## config.mk

```make
export PLATFORM = sky130hd
export DESIGN_NAME = vc_lru_tracker
export DESIGN_NICKNAME = d
export VERILOG_FILES = /design/src/rtl/vc_lru_tracker_pkg.sv /design/src/rtl/vc_lru_update.sv /design/src/rtl/vc_lru_tracker.sv
export SDC_FILE = /design/constraint.sdc
export NUM_CORES = 1
export LEC_CHECK = 0
export ABC_AREA = 1
export ABC_CLOCK_PERIOD_IN_PS = 2190
export BUFFER_PORTS_ARGS = -buffer_cell sky130_fd_sc_hd__buf_2
export CORE_UTILIZATION = 57
export CTS_CLUSTER_DIAMETER = 80
export DETAILED_ROUTE_END_ITERATION = 6
export PLACE_DENSITY = 0.79
export SLEW_MARGIN = 20
export SYNTH_ARGS = -nofsm -noshare
export SYNTH_HDL_FRONTEND = slang
export SYNTH_SLANG_ARGS = --single-unit
```

## constraint.sdc

```tcl
create_clock -name clk -period 2.19 [get_ports clk]
set_input_delay 0.657 -clock clk [delete_from_list [all_inputs] [get_ports clk]]
set_output_delay 0.657 -clock clk [all_outputs]
set_load 0.02 [all_outputs]
```

## src/rtl/vc_lru_tracker_pkg.sv

```systemverilog
// Shared types for the victim-cache LRU tracker.
// Op codes and FSM state encodings.
package vc_lru_tracker_pkg;

    typedef enum logic {
        LRU_TOUCH = 1'b0,
        LRU_INVAL = 1'b1
    } lru_op_t;

    typedef enum logic {
        LRU_INIT = 1'b0,
        LRU_IDLE = 1'b1
    } lru_fsm_t;

endpackage

```

## src/rtl/vc_lru_update.sv

```systemverilog
// Combinational LRU order permutation: touch promotes a way to MRU.
// With VC_LRU_INVAL_EN defined, invalidate demotes a way to LRU.
module vc_lru_update
    import vc_lru_tracker_pkg::*;
#(
    parameter int WAYS = 8,
    parameter int IDXW = $clog2(WAYS)
) (
    input  logic [WAYS*IDXW-1:0] order_in,
    input  logic [IDXW-1:0]      way,
    input  lru_op_t              op,
    output logic [WAYS*IDXW-1:0] order_out
);

    int                    pos;
    logic [WAYS*IDXW-1:0] touched;
`ifdef VC_LRU_INVAL_EN
    logic [WAYS*IDXW-1:0] demoted;
`endif

    // Locate the way, then build the promoted (and demoted) orders
    always_comb begin
        pos = 0;
        for (int i = 0; i < WAYS; i++) begin
            if (order_in[i*IDXW +: IDXW] == way) pos = i;
        end
        touched = order_in;
        touched[0 +: IDXW] = way;
        for (int i = 1; i < WAYS; i++) begin
            if (i <= pos) touched[i*IDXW +: IDXW] = order_in[(i-1)*IDXW +: IDXW];
        end
`ifdef VC_LRU_INVAL_EN
        demoted = order_in;
        demoted[(WAYS-1)*IDXW +: IDXW] = way;
        for (int i = 0; i < WAYS - 1; i++) begin
            if (i >= pos) demoted[i*IDXW +: IDXW] = order_in[(i+1)*IDXW +: IDXW];
        end
`endif
    end

    // Select result by op; invalidate is a no-op when not built
    always_comb begin
        order_out = order_in;
        unique case (op)
            LRU_TOUCH: order_out = touched;
`ifdef VC_LRU_INVAL_EN
            LRU_INVAL: order_out = demoted;
`else
            LRU_INVAL: order_out = order_in;
`endif
            default:   order_out = order_in;
        endcase
    end

endmodule

```

## src/rtl/vc_lru_tracker.sv

```systemverilog
// True-LRU order tracker: per-set order list, init sweep, registered query.
// Optional invalidate support selected by VC_LRU_INVAL_EN.
module vc_lru_tracker
    import vc_lru_tracker_pkg::*;
#(
    parameter int WAYS = 8,
    parameter int SETS = 1,
    localparam int IDXW = $clog2(WAYS),
    localparam int SETW = (SETS > 1) ? $clog2(SETS) : 1
) (
    input  logic                 clk,
    input  logic                 rst_n,
    output logic                 init_done,
    input  logic                 req_valid,
    output logic                 req_ready,
    input  logic                 req_op,
    input  logic [SETW-1:0]      req_set,
    input  logic [IDXW-1:0]      req_way,
    input  logic                 query_valid,
    input  logic [SETW-1:0]      query_set,
    output logic                 victim_valid,
    output logic [IDXW-1:0]      victim_way,
    output logic [WAYS*IDXW-1:0] order_out
);

    localparam int OW = WAYS * IDXW;

    function automatic logic [OW-1:0] reset_order();
        logic [OW-1:0] r;
        r = '0;
        for (int i = 0; i < WAYS; i++) r[i*IDXW +: IDXW] = IDXW'(i);
        return r;
    endfunction

    localparam logic [OW-1:0] RST_ORD = reset_order();

    lru_fsm_t        state_q, state_d;
    logic [SETW-1:0] ptr_q, ptr_d;
    logic            vv_q, vv_d;
    logic [OW-1:0]   order_q, order_d;
    logic [OW-1:0]   mem_q [SETS];

    logic            idle;
    logic            accept;
    logic            set_ok;
    logic            q_ok;
    logic            fwd;
    logic [OW-1:0]   upd_order;
    logic            wr_en;
    logic [SETW-1:0] wr_set;
    logic [OW-1:0]   wr_data;

    assign idle   = (state_q == LRU_IDLE);
    assign accept = req_valid & idle;
    assign set_ok = {1'b0, req_set} < (SETW+1)'(SETS);
    assign q_ok   = {1'b0, query_set} < (SETW+1)'(SETS);
    assign fwd    = accept & set_ok & (req_set == query_set);

    vc_lru_update #(
        .WAYS (WAYS),
        .IDXW (IDXW)
    ) u_update (
        .order_in  (mem_q[req_set]),
        .way       (req_way),
        .op        (lru_op_t'(req_op)),
        .order_out (upd_order)
    );

    // Next state of the init sweep / idle FSM
    always_comb begin
        state_d = state_q;
        ptr_d   = ptr_q;
        unique case (state_q)
            LRU_INIT: begin
                ptr_d = ptr_q + 1'b1;
                if (ptr_q == SETW'(SETS - 1)) state_d = LRU_IDLE;
            end
            LRU_IDLE: state_d = LRU_IDLE;
            default:  state_d = LRU_INIT;
        endcase
    end

    // Order-array write port: sweep writes reset order, idle commits updates
    always_comb begin
        wr_en   = 1'b0;
        wr_set  = req_set;
        wr_data = upd_order;
        if (!idle) begin
            wr_en   = 1'b1;
            wr_set  = ptr_q;
            wr_data = RST_ORD;
        end else begin
            wr_en = accept & set_ok;
        end
    end

    // Query result: write-first forwarding from a same-set update
    always_comb begin
        vv_d    = query_valid & idle;
        order_d = order_q;
        if (vv_d) begin
            if (!q_ok) order_d = '0;
            else if (fwd) order_d = upd_order;
            else order_d = mem_q[query_set];
        end
    end

    // Control and output registers
    always_ff @(posedge clk or negedge rst_n) begin
        if (!rst_n) begin
            state_q <= LRU_INIT;
            ptr_q   <= '0;
            vv_q    <= 1'b0;
            order_q <= '0;
        end else begin
            state_q <= state_d;
            ptr_q   <= ptr_d;
            vv_q    <= vv_d;
            order_q <= order_d;
        end
    end

    // Order storage, rewritten by the sweep so it needs no reset
    always_ff @(posedge clk) begin
        if (wr_en) mem_q[wr_set] <= wr_data;
    end

    assign init_done    = idle;
    assign req_ready    = idle;
    assign victim_valid = vv_q;
    assign victim_way   = order_q[(WAYS-1)*IDXW +: IDXW];
    assign order_out    = order_q;

endmodule

```

# After elaboration in Yosys (flattened, before gate mapping)

Memory sizes are Yosys's and may differ from the RTL's.
Cells that the tools add are included.
W data, S select, Z words.

Add/subtract/negate cells: 1
Magnitude comparators: 9
Equal/unequal tests: 8
Mux-type cells: 23
Bitwise logic cells: 6

Operators by type and width:

| cell                  | count |
|---|---|
| $mux W24              | 3 |
| $pmux W24 S2          | 1 |
| $mux W3               | 11 |
| $eq A3 B3 Y1          | 7 |
| $le A3 B3 Y1 const A  | 4 |
| $le A2 B3 Y1 const A  | 2 |
| $mux W1               | 5 |
| $and A1 B1 Y1         | 4 |
| $mux W2               | 2 |
| $le A1 B3 Y1 const A  | 1 |
| $lt A1 B1 Y1 const B  | 2 |
| $not A1 Y1            | 2 |
| $pmux W1 S2           | 1 |
| $add A1 B1 Y1 const B | 1 |
| $eq A1 B1 Y1          | 1 |

Flip-flop bits (word level): 27
RAM bits: 24
Input bits: 10
Output and inout port bits: 30
Word-level logic and storage cells: 52
Memories kept: 1

Memory list:

| memory | words | width | rd ports | clocked after Yosys merged registers in | write ports | RTL line             | RTL |
|---|---|---|---|---|---|---|---|
| mem_q  | 1     | 24    | 2        | 0                                       | 1           | vc_lru_tracker.sv:41 | `logic [OW-1:0] mem_q [SETS];` |

# Depth between registers and ports, before layout

Gate-level depths: netlist (run 1).
An unclocked memory read counts as a cell.

Word-level depth: 14
Gate-level depth with buffers: 18
Depth with buffers taken out: 17

# Hierarchy

A second synthesis (run 1) with hierarchy kept.

Cells, all modules: 414
Area total of the unflattened synthesis: 3181.8 µm²

Modules (own cells, without submodules):

| module         | instances | cells an instance | area each (µm²) | sequential area each (µm²) |
|---|---|---|---|---|
| vc_lru_tracker | 1         | 281               | 2432.3          | 1396.3 |
| vc_lru_update  | 1         | 133               | 749.5           | 0.0 |

# Worst setup path after synthesis (run 1)

No wires, ideal clock.

Kind: input port to flip-flop
Start point: input port req_valid
End point: memory mem_q[0][0] (netlist name) (enable)
Setup time: 0.381 ns
Data arrival time: 1.748 ns
Data required time: 1.809 ns
Setup slack: 0.061 ns
Cell stages on the path: 5
Path buffers: 1
Cell sequence: nand2_1 -> nor2_1 -> inv_1 -> clkbuf_1 -> nand2_1

Word-level cells in the longest chain between the ends: 5

RTL lines:

| item                          | RTL line              | RTL |
|---|---|---|
| start, declared               | vc_lru_tracker.sv:14  | `input logic req_valid,` |
| $and A1 B1 Y1                 | vc_lru_tracker.sv:54  | `assign accept = req_valid & idle;` |
| $and A1 B1 Y1                 | vc_lru_tracker.sv:93  | `wr_en = accept & set_ok;` |
| $mux W1                       | vc_lru_tracker.sv:88  | `if (!idle) begin` |
| named net wr_en               | vc_lru_tracker.sv:49  | `logic wr_en;` |
| $mux W1                       | vc_lru_tracker.sv:125 | `if (wr_en) mem_q[wr_set] <= wr_data;` |
| $mux W1 (not written as such) | vc_lru_tracker.sv:125 |  |
| end, declared                 | vc_lru_tracker.sv:41  |  |

The timed path passes the listed nets, and every way through them passes these cells.

# Worst setup path after layout (run 1)

Start point: input port req_way[1]
End point: memory mem_q[0][7] (netlist name) (data pin)

Word-level cells in the longest chain between the ends: 12
Elaborated cells on any way between the ends: 18
Those cells by class: order compare (1); eq/ne (7); mux (10)

RTL lines:

| item                  | RTL line             | RTL |
|---|---|---|
| start, declared       | vc_lru_tracker.sv:18 | `input logic [IDXW-1:0] req_way,` |
| $eq A3 B3 Y1          | vc_lru_update.sv:25  | `if (order_in[i*IDXW +: IDXW] == way) pos = i;` |
| $mux W1               | vc_lru_update.sv:25  |  |
| $mux W2 (2 in series) | vc_lru_update.sv:25  |  |
| $mux W3 (3 in series) | vc_lru_update.sv:25  |  |
| $mux W3 *             | vc_lru_update.sv:25  |  |
| $le A2 B3 Y1 *        | vc_lru_update.sv:30  | `if (i <= pos) touched[i*IDXW +: IDXW] = order_in[(i-1)*IDXW +: IDXW];` |
| $mux W3 *             | vc_lru_update.sv:30  |  |
| $pmux W24 S2 *        | vc_lru_update.sv:44  | `unique case (op)` |
| $mux W24 *            | vc_lru_tracker.sv:88 |  |

Every way passes the cells marked *; elsewhere a longest branch is shown, timed or not.

==> summary.md, run 1 <==
| Metric | Value |
|---|---|
| Status | complete, no violations |
| Largest net degree at the start of global routing | 28 |
| Core Footprint | 0.00479 sq mm |
| Final core utilization | 0.661 |
| Num rows | 25 |
| RSZ-0062 raised after global routing | false |
| Final Max Tran Viols | 0 |
| Sink Count | 51 |
| Layout cell share with drive strength beyond 1 | 0.193 |
| Initial Util | 0.597 |
| Top cells by area in the synthesized netlist | edfxtp_1 (25%), dfrtp_1 (24%), nand2_1 (14%) |
| Post-Syn Instances | 351 |
| Sequential area share after synthesis | 0.488 |
| Die area | 0.00530 sq mm |
| Syn nets | 361 |
| Synth top area share | 0.252 |
| WL/cell | 14.1 um |
| Clock latency on the worst-skew pair | 310 ps |
| Post-synth top area cell | edfxtp_1 |
| Syn Std Cell Area | 0.00286 sq mm |
| Cts bufs inserted | 5 |
| Setup CP Type | input pin to register |
| I/O Buffers | 39 |
| Yosys reg bits | 51 |
| Lkg Pwr | 1.57 nW |
| Actual slew at the worst max-slew pin | 628 ps |
| Total power | 0.00219 W |
| Pwr Density | 694 mW/mm^2 |
| Uppermost layer routed | met4 |
| Max-cap violations | 0 |
| YS warnings | 0 |
| Required @ worst endpoint | 2260 ps |
| Die W | 72.8 um |
| First-pass GRT wire length | 10800 um |
| Diodes inserted | 0 |
| Die H | 72.8 um |
| Most common cell after layout, fill and taps aside | nand2_1 |
| Final WL | 6420 um |
| Final hold violations | 0 |
| Clock slew at reported path FFs | 90 ps |
| Hold Path Class | input pin to asynchronous set/reset pin |
| Crit-path cells | buf_2 -> xnor2_1 -> nand3_1 -> nand2_1 -> inv_1 -> nand2_4 -> nand2_4 -> nand2_2 -> nand2_1 -> o21ai_1 -> or2_1 |
| Period minus WS final | 1910 ps |
| Final setup fails | 0 |
| Nature of the critical path startpoint | input pin |
| CP arrival | 1980 ps |
| Slew HR | 0.582 |
| Vias | 2421 |
| Mapped Avg Cell Area | 8.15 sq um |
| Clock Path Buffers | 2 |
| Initial antenna violation count | 0 |
| CTS Hold Buffers Added | 0 |
| Post-CTS setup buffer count | 0 |
| Worst path max stage delay | 230 ps |
| Synth-to-Final Area Change | 10.6% |
| GPL Wtd Cong | 0.937 |
| HPWL after DPL | 4530 um |
| Drt first pass iters | 4 |
| Wl on met1 | 2730 um |
| WL met3 | 382 um |
| Drt drc | 0 |
| H-tree depth | 2 |
| Worst setup EP type | register |
| Synth unique cells | 28 |
| Fillers | 416 |
| Number of I/O pins | 40 |
| Root Driver | clkbuf_8 |
| Initial DRC count | 221 |
| Clock skew | 7.28 ps |
| Crit-path slowest cell | buf_2 |
| WL met2 | 3160 um |
| Max rail drop VDD | 0.000394 V |
| NumNets Final | 398 |
| Post-cts sizing count | 0 |
| Most frequent cells in the layout | nand2_1 (104), buf_2 (39), nand3_1 (35), nor2_1 (27), dfrtp_1 (27) |
| Critical Path Fanout Max | 11 |
| Antenna Nets Post-Route | 0 |
| CTS tree | built |
| Fmax | 523 MHz |
| Gr usage total | 0.271 |
| Crit share post-route | 0.873 |
| Vias in the first global route | 2314 |
| DR vias/cell | 5.31 |
| Remaining global-route overflow | 0 |
cell families (layout without fill, tap and decap cells):
| group | after synthesis | in the layout | share of synthesized area |
|---|---|---|---|
| AND/OR/NAND/NOR | 184 | 184 | 0.281 |
| flip-flops | 51 | 51 | 0.488 |
| AO/OA/AOI/OAI | 50 | 50 | 0.0919 |
| buffers and inverters | 48 | 86 | 0.0840 |
| XOR/XNOR | 18 | 18 | 0.0551 |
final timing paths:
path / startpoint / endpoint / slack [ps] / cells past startpoint
setup / recovery: req_way[1] / mem_q[0][7]$_SDFFCE_PN1P_ / 280 / 11
hold / removal: rst_n / order_out[19]$_DFFE_PN0P_ / 350 / 1
setup reg to reg: mem_q[0][16]$_SDFFCE_PN0P_ / mem_q[0][7]$_SDFFCE_PN1P_ / 340 / 10
hold reg to reg: ptr_q$_DFFE_PN0N_ / init_done$_DFF_PN0_ / 460 / 1
max in group asynchronous: rst_n / order_out[2]$_DFFE_PN0P_ / 1420 / 1
min in group clk: ptr_q$_DFFE_PN0N_ / init_done$_DFF_PN0_ / 460 / 1
critical path: cells and delay by family:
family	cells	cell delay, ps
buffers and inverters	2	320
AO/OA/AOI/OAI	1	80
AND/OR/NAND/NOR	7	800
XOR/XNOR	1	120
synth_stat cells, drive strengths merged:
cell type	count
nand2	113
nand3	37
nor2	30
inv	29
o21ai	28
dfrtp	27
edfxtp	24
a21oi	17
xnor2	17
buf	11
clkbuf	7
o21a	5
or2	4
clkinv	1
xor2	1
state kept, by name, summed over array words and instances, names as in the netlist:
name and cells:
ptr_q 1, victim_valid 1, order_out 24, mem_q 24, init_done 1
layout make-up:
cell class,instances,area [sq um],area share
Sequential cell,51,1400,0.442
Multi-Input combinational cell,252,1220,0.387
Timing Repair Buffer,48,263,0.0831
Inverter,30,115,0.0364
Tap cell,67,83.8,0.0265
Clock buffer,7,76.3,0.0241
Clock inverter,1,5.00,0.00158
metal layers:
metal	track usage	vias to the layer above
met2	0.470	79
li1	-	1201
met4	0.115	0
met3	0.0345	12
met1	0.340	1129
met5	0	-
stage by stage:
stage	worst slack [ps]	TNS, ps	cells	hold WS, ps	area (sq um)
5_1_grt	103	0	456	406	3160
2_1_floorplan	61.3	0	351	361	2860
6_report	279	0	456	352	3160
4_1_cts	292	0	456	376	3160
3_5_place_dp	-36.5	-94.2	448	440	3080
3_3_place_gp	-6.12	-6.12	448	432	3080
power breakdown:
group          leakage (nW)  switching, W  internal [W]  total [W]
Sequential            0.563     0.0000524       0.00109    0.00115
Clock                0.0422      0.000307      0.000225   0.000532
Combinational         0.962      0.000336      0.000179   0.000515
Total                  1.57      0.000695       0.00150    0.00219
Note: power is estimated with default switching activity, not from simulation.
==> inputs of run 2 (changes only) <==
Settings changed: BUFFER_PORTS_ARGS -buffer_cell sky130_fd_sc_hd__buf_2 to default, CORE_UTILIZATION 57 to 63, DONT_BUFFER_PORTS from default to 1.
==> run 2 against run 1 <==
Against the previous run:
- sequential cell count stayed put
- combinational power is 28% lower
- count of clock-buffer cells in the layout is 2 lower
- maximum frequency is 1.9% higher
- first-iteration DRC count is 26% lower
- clock skew is 1.7 ps higher
- die area is 9.3% lower
- core utilization is 1.9 points higher
- global-route usage is 1.3 points higher
==> summary.md, run 2 (same netlist as run 1, synthesis figures left out) <==
| Metric | Value |
|---|---|
| Most frequent cells in the layout | nand2_1 (104), nand3_1 (35), nor2_1 (27), dfrtp_1 (27) (was nand2_1 (104), buf_2 (39), nand3_1 (35), nor2_1 (27), dfrtp_1 (27)) |
| Area of placed instances | 0.00288 sq mm (was 0.00308 sq mm) |
| Clock skew | 8.93 ps (was 7.28 ps) |
| WL/cell | 15.3 um (was 14.1 um) |
| Most numerous cell on the critical path | nand2_1 |
| Cts bufs inserted | 5 (unchanged) |
| Reg-to-reg setup timing slack | 310 ps (was 340 ps) |
| Sink Count | 51 (unchanged) |
| Remaining global-route overflow | 0 (unchanged) |
| Final worst-path setup slack | 314 ps (was 279 ps) |
| Most common cell after layout, fill and taps aside | nand2_1 (unchanged) |
| Max-cap violations | 0 (unchanged) |
| Drt first pass iters | 4 (unchanged) |
| Post-CTS setup buffer count | 0 (unchanged) |
| Clock slew at reported path FFs | 90 ps (about the same) |
| Finished Cell Area | 0.00296 sq mm (was 0.00316 sq mm) |
| Required @ worst endpoint | 2370 ps (was 2260 ps) |
| Status | complete, no violations (unchanged) |
| Layout Cells excl Fill | 403 (was 456) |
| Clock Path Buffers | 2 (unchanged) |
| Initial Util | 0.657 (was 0.597) |
| Nature of the critical path startpoint | register (was input pin) |
| Vias in the first global route | 2266 (was 2314) |
| GPL Wtd Cong | 0.940 (was 0.937) |
| Die area | 0.00481 sq mm (was 0.00530 sq mm) |
| Layout cell share with drive strength beyond 1 | 0.108 (was 0.193) |
| Fmax | 533 MHz (was 523 MHz) |
| Max rail drop VDD | 0.000356 V (was 0.000394 V) |
| Die H | 69.4 um (was 72.8 um) |
| RSZ-0062 raised after global routing | false (unchanged) |
| Setup CP Type | register to register (was input pin to register) |
| Diodes inserted | 0 (unchanged) |
| CP arrival | 2060 ps (was 1980 ps) |
| First-pass GRT wire length | 10700 um (was 10800 um) |
| Reg2reg end | order_out[6]$_DFFE_PN0P_ (was mem_q[0][7]$_SDFFCE_PN1P_) |
| Core Footprint | 0.00435 sq mm (was 0.00479 sq mm) |
| Final Max Tran Viols | 0 (unchanged) |
| Hold Path Class | input pin to asynchronous set/reset pin (unchanged) |
| Synth-to-Final Area Change | 3.50% (was 10.6%) |
| Actual slew at the worst max-slew pin | 387 ps (was 628 ps) |
| CTS Hold Buffers Added | 0 (unchanged) |
| Drt drc | 0 (unchanged) |
| Crit Reg-Reg Startpoint | mem_q[0][23]$_SDFFCE_PN1P_ (was mem_q[0][16]$_SDFFCE_PN0P_) |
| Total power | 0.00209 W (was 0.00219 W) |
| Antenna Nets Post-Route | 0 (unchanged) |
| Met1 Use GR | 0.374 (was 0.340) |
| Lkg Pwr | 1.40 nW (was 1.57 nW) |
| Slew HR | 0.742 (was 0.582) |
| Placed insts | 396 (was 448) |
| H-tree depth | 2 (unchanged) |
| Num rows | 24 (was 25) |
| Crit-path slowest cell | edfxtp_1 (was buf_2) |
| Worst setup EP type | register (unchanged) |
| Final setup TNS | 0 ps (unchanged) |
| Largest net degree at the start of global routing | 28 (unchanged) |
| Gr usage total | 0.284 (was 0.271) |
| Critical Path Fanout Max | 11 (unchanged) |
| Root Driver | clkbuf_8 (unchanged) |
| Most Crowded Layer GR | met2 (unchanged) |
| NumNets Final | 361 (was 398) |
| Period minus WS final | 1880 ps (was 1910 ps) |
| Post-cts sizing count | 0 (unchanged) |
| Vias | 2309 (was 2421) |
| Initial antenna violation count | 0 (unchanged) |
| Clock latency on the worst-skew pair | 300 ps (was 310 ps) |
| HPWL after DPL | 4320 um (was 4530 um) |
| Final hold violations | 0 (unchanged) |
| Worst path max stage delay | 450 ps (was 230 ps) |
| CTS tree | built (unchanged) |
| I/O Buffers | 0 (was 39) |
| Initial DRC count | 163 (was 221) |
| Crit-path cells | xnor2_1 -> nand3_2 -> nand2_1 -> inv_2 -> nand2_4 -> nand2_4 -> nand2_2 -> nand2_1 -> o21a_1 -> o21ai_0 -> nand2_1 (was buf_2 -> xnor2_1 -> nand3_1 -> nand2_1 -> inv_1 -> nand2_4 -> nand2_4 -> nand2_2 -> nand2_1 -> o21ai_1 -> or2_1) |
| Pre-CTS setup slack | 117 ps (was -36.5 ps) |
| R2R cell count | 11 (was 10) |
| Met2 global-route usage | 0.467 (was 0.470) |
| Met3 Usage GRT | 0.0509 (was 0.0345) |
| DR vias/cell | 5.73 (was 5.31) |
| Pwr Density | 708 mW/mm^2 (was 694 mW/mm^2) |
| Die W | 69.4 um (was 72.8 um) |
| Crit share post-route | 0.856 (was 0.873) |
| Final setup fails | 0 (unchanged) |
| Number of I/O pins | 40 (unchanged) |
| Final WL | 6180 um (was 6420 um) |
-- run 2: cell types whose count changed in the layout (fill, tap and decap cells not counted) --
cell and change:
clkbuf_1 -2, clkinv_1 +1, buf_2 -39, buf_4 +2
-- run 2: routing by layer --
layer | vias to the layer above | wire length [um]
met3 | 14 | 349
met2 | 81 | 3070
met5 | - | 0
met1 | 1090 | 2620
met4 | 0 | 146
li1 | 1124 | -
-- run 2: final cells by class --
| class | instances | area [sq um] |
|---|---|---|
| multi-input combinational | 252 | 1220 |
| clock inverter | 2 | 8.76 |
| fill | 368 | 1400 |
| clock buffer | 5 | 68.8 |
| inverter | 30 | 115 |
| timing repair buffer | 11 | 82.6 |
| tap | 52 | 65.1 |
| sequential | 51 | 1400 |
-- run 2: critical path: cells and delay by family (launching register included) --
family,cells,cell delay (ps)
simple gates,7,700
flops,1,450
compound gates,2,320
xor+xnor,1,230
buf+inv,1,60
-- run 2: stage by stage --
stage                     utilization  hold slack, ps
final                           0.680            34.5
after global routing            0.680            23.5
after CTS                       0.680            33.3
after global placement          0.662             362
after detailed placement        0.662             362
after floorplan                     -             361
-- run 2: power breakdown --
group | internal [W] | switching, W
clock | 0.000213 | 0.000292
combinational | 0.000142 | 0.000230
sequential | 0.00109 | 0.000123
-- run 2: worst max path at each step --
| stage | from | end | slack, ps | cells past startpoint |
|---|---|---|---|---|
| global placement | req_way[1] | order_out[6]$_DFFE_PN0P_ | 180 | 11 |
| detailed placement | req_way[0] | order_out[6]$_DFFE_PN0P_ | 120 | 11 |
| finish | mem_q[0][23]$_SDFFCE_PN1P_ | order_out[6]$_DFFE_PN0P_ | 310 | 11 |
| floorplan | req_valid | mem_q[0][0]$_SDFFCE_PN0P_ | 60 | 5 |
| global route | mem_q[0][23]$_SDFFCE_PN1P_ | order_out[6]$_DFFE_PN0P_ | 160 | 11 |
| CTS | mem_q[0][23]$_SDFFCE_PN1P_ | order_out[6]$_DFFE_PN0P_ | 280 | 11 |
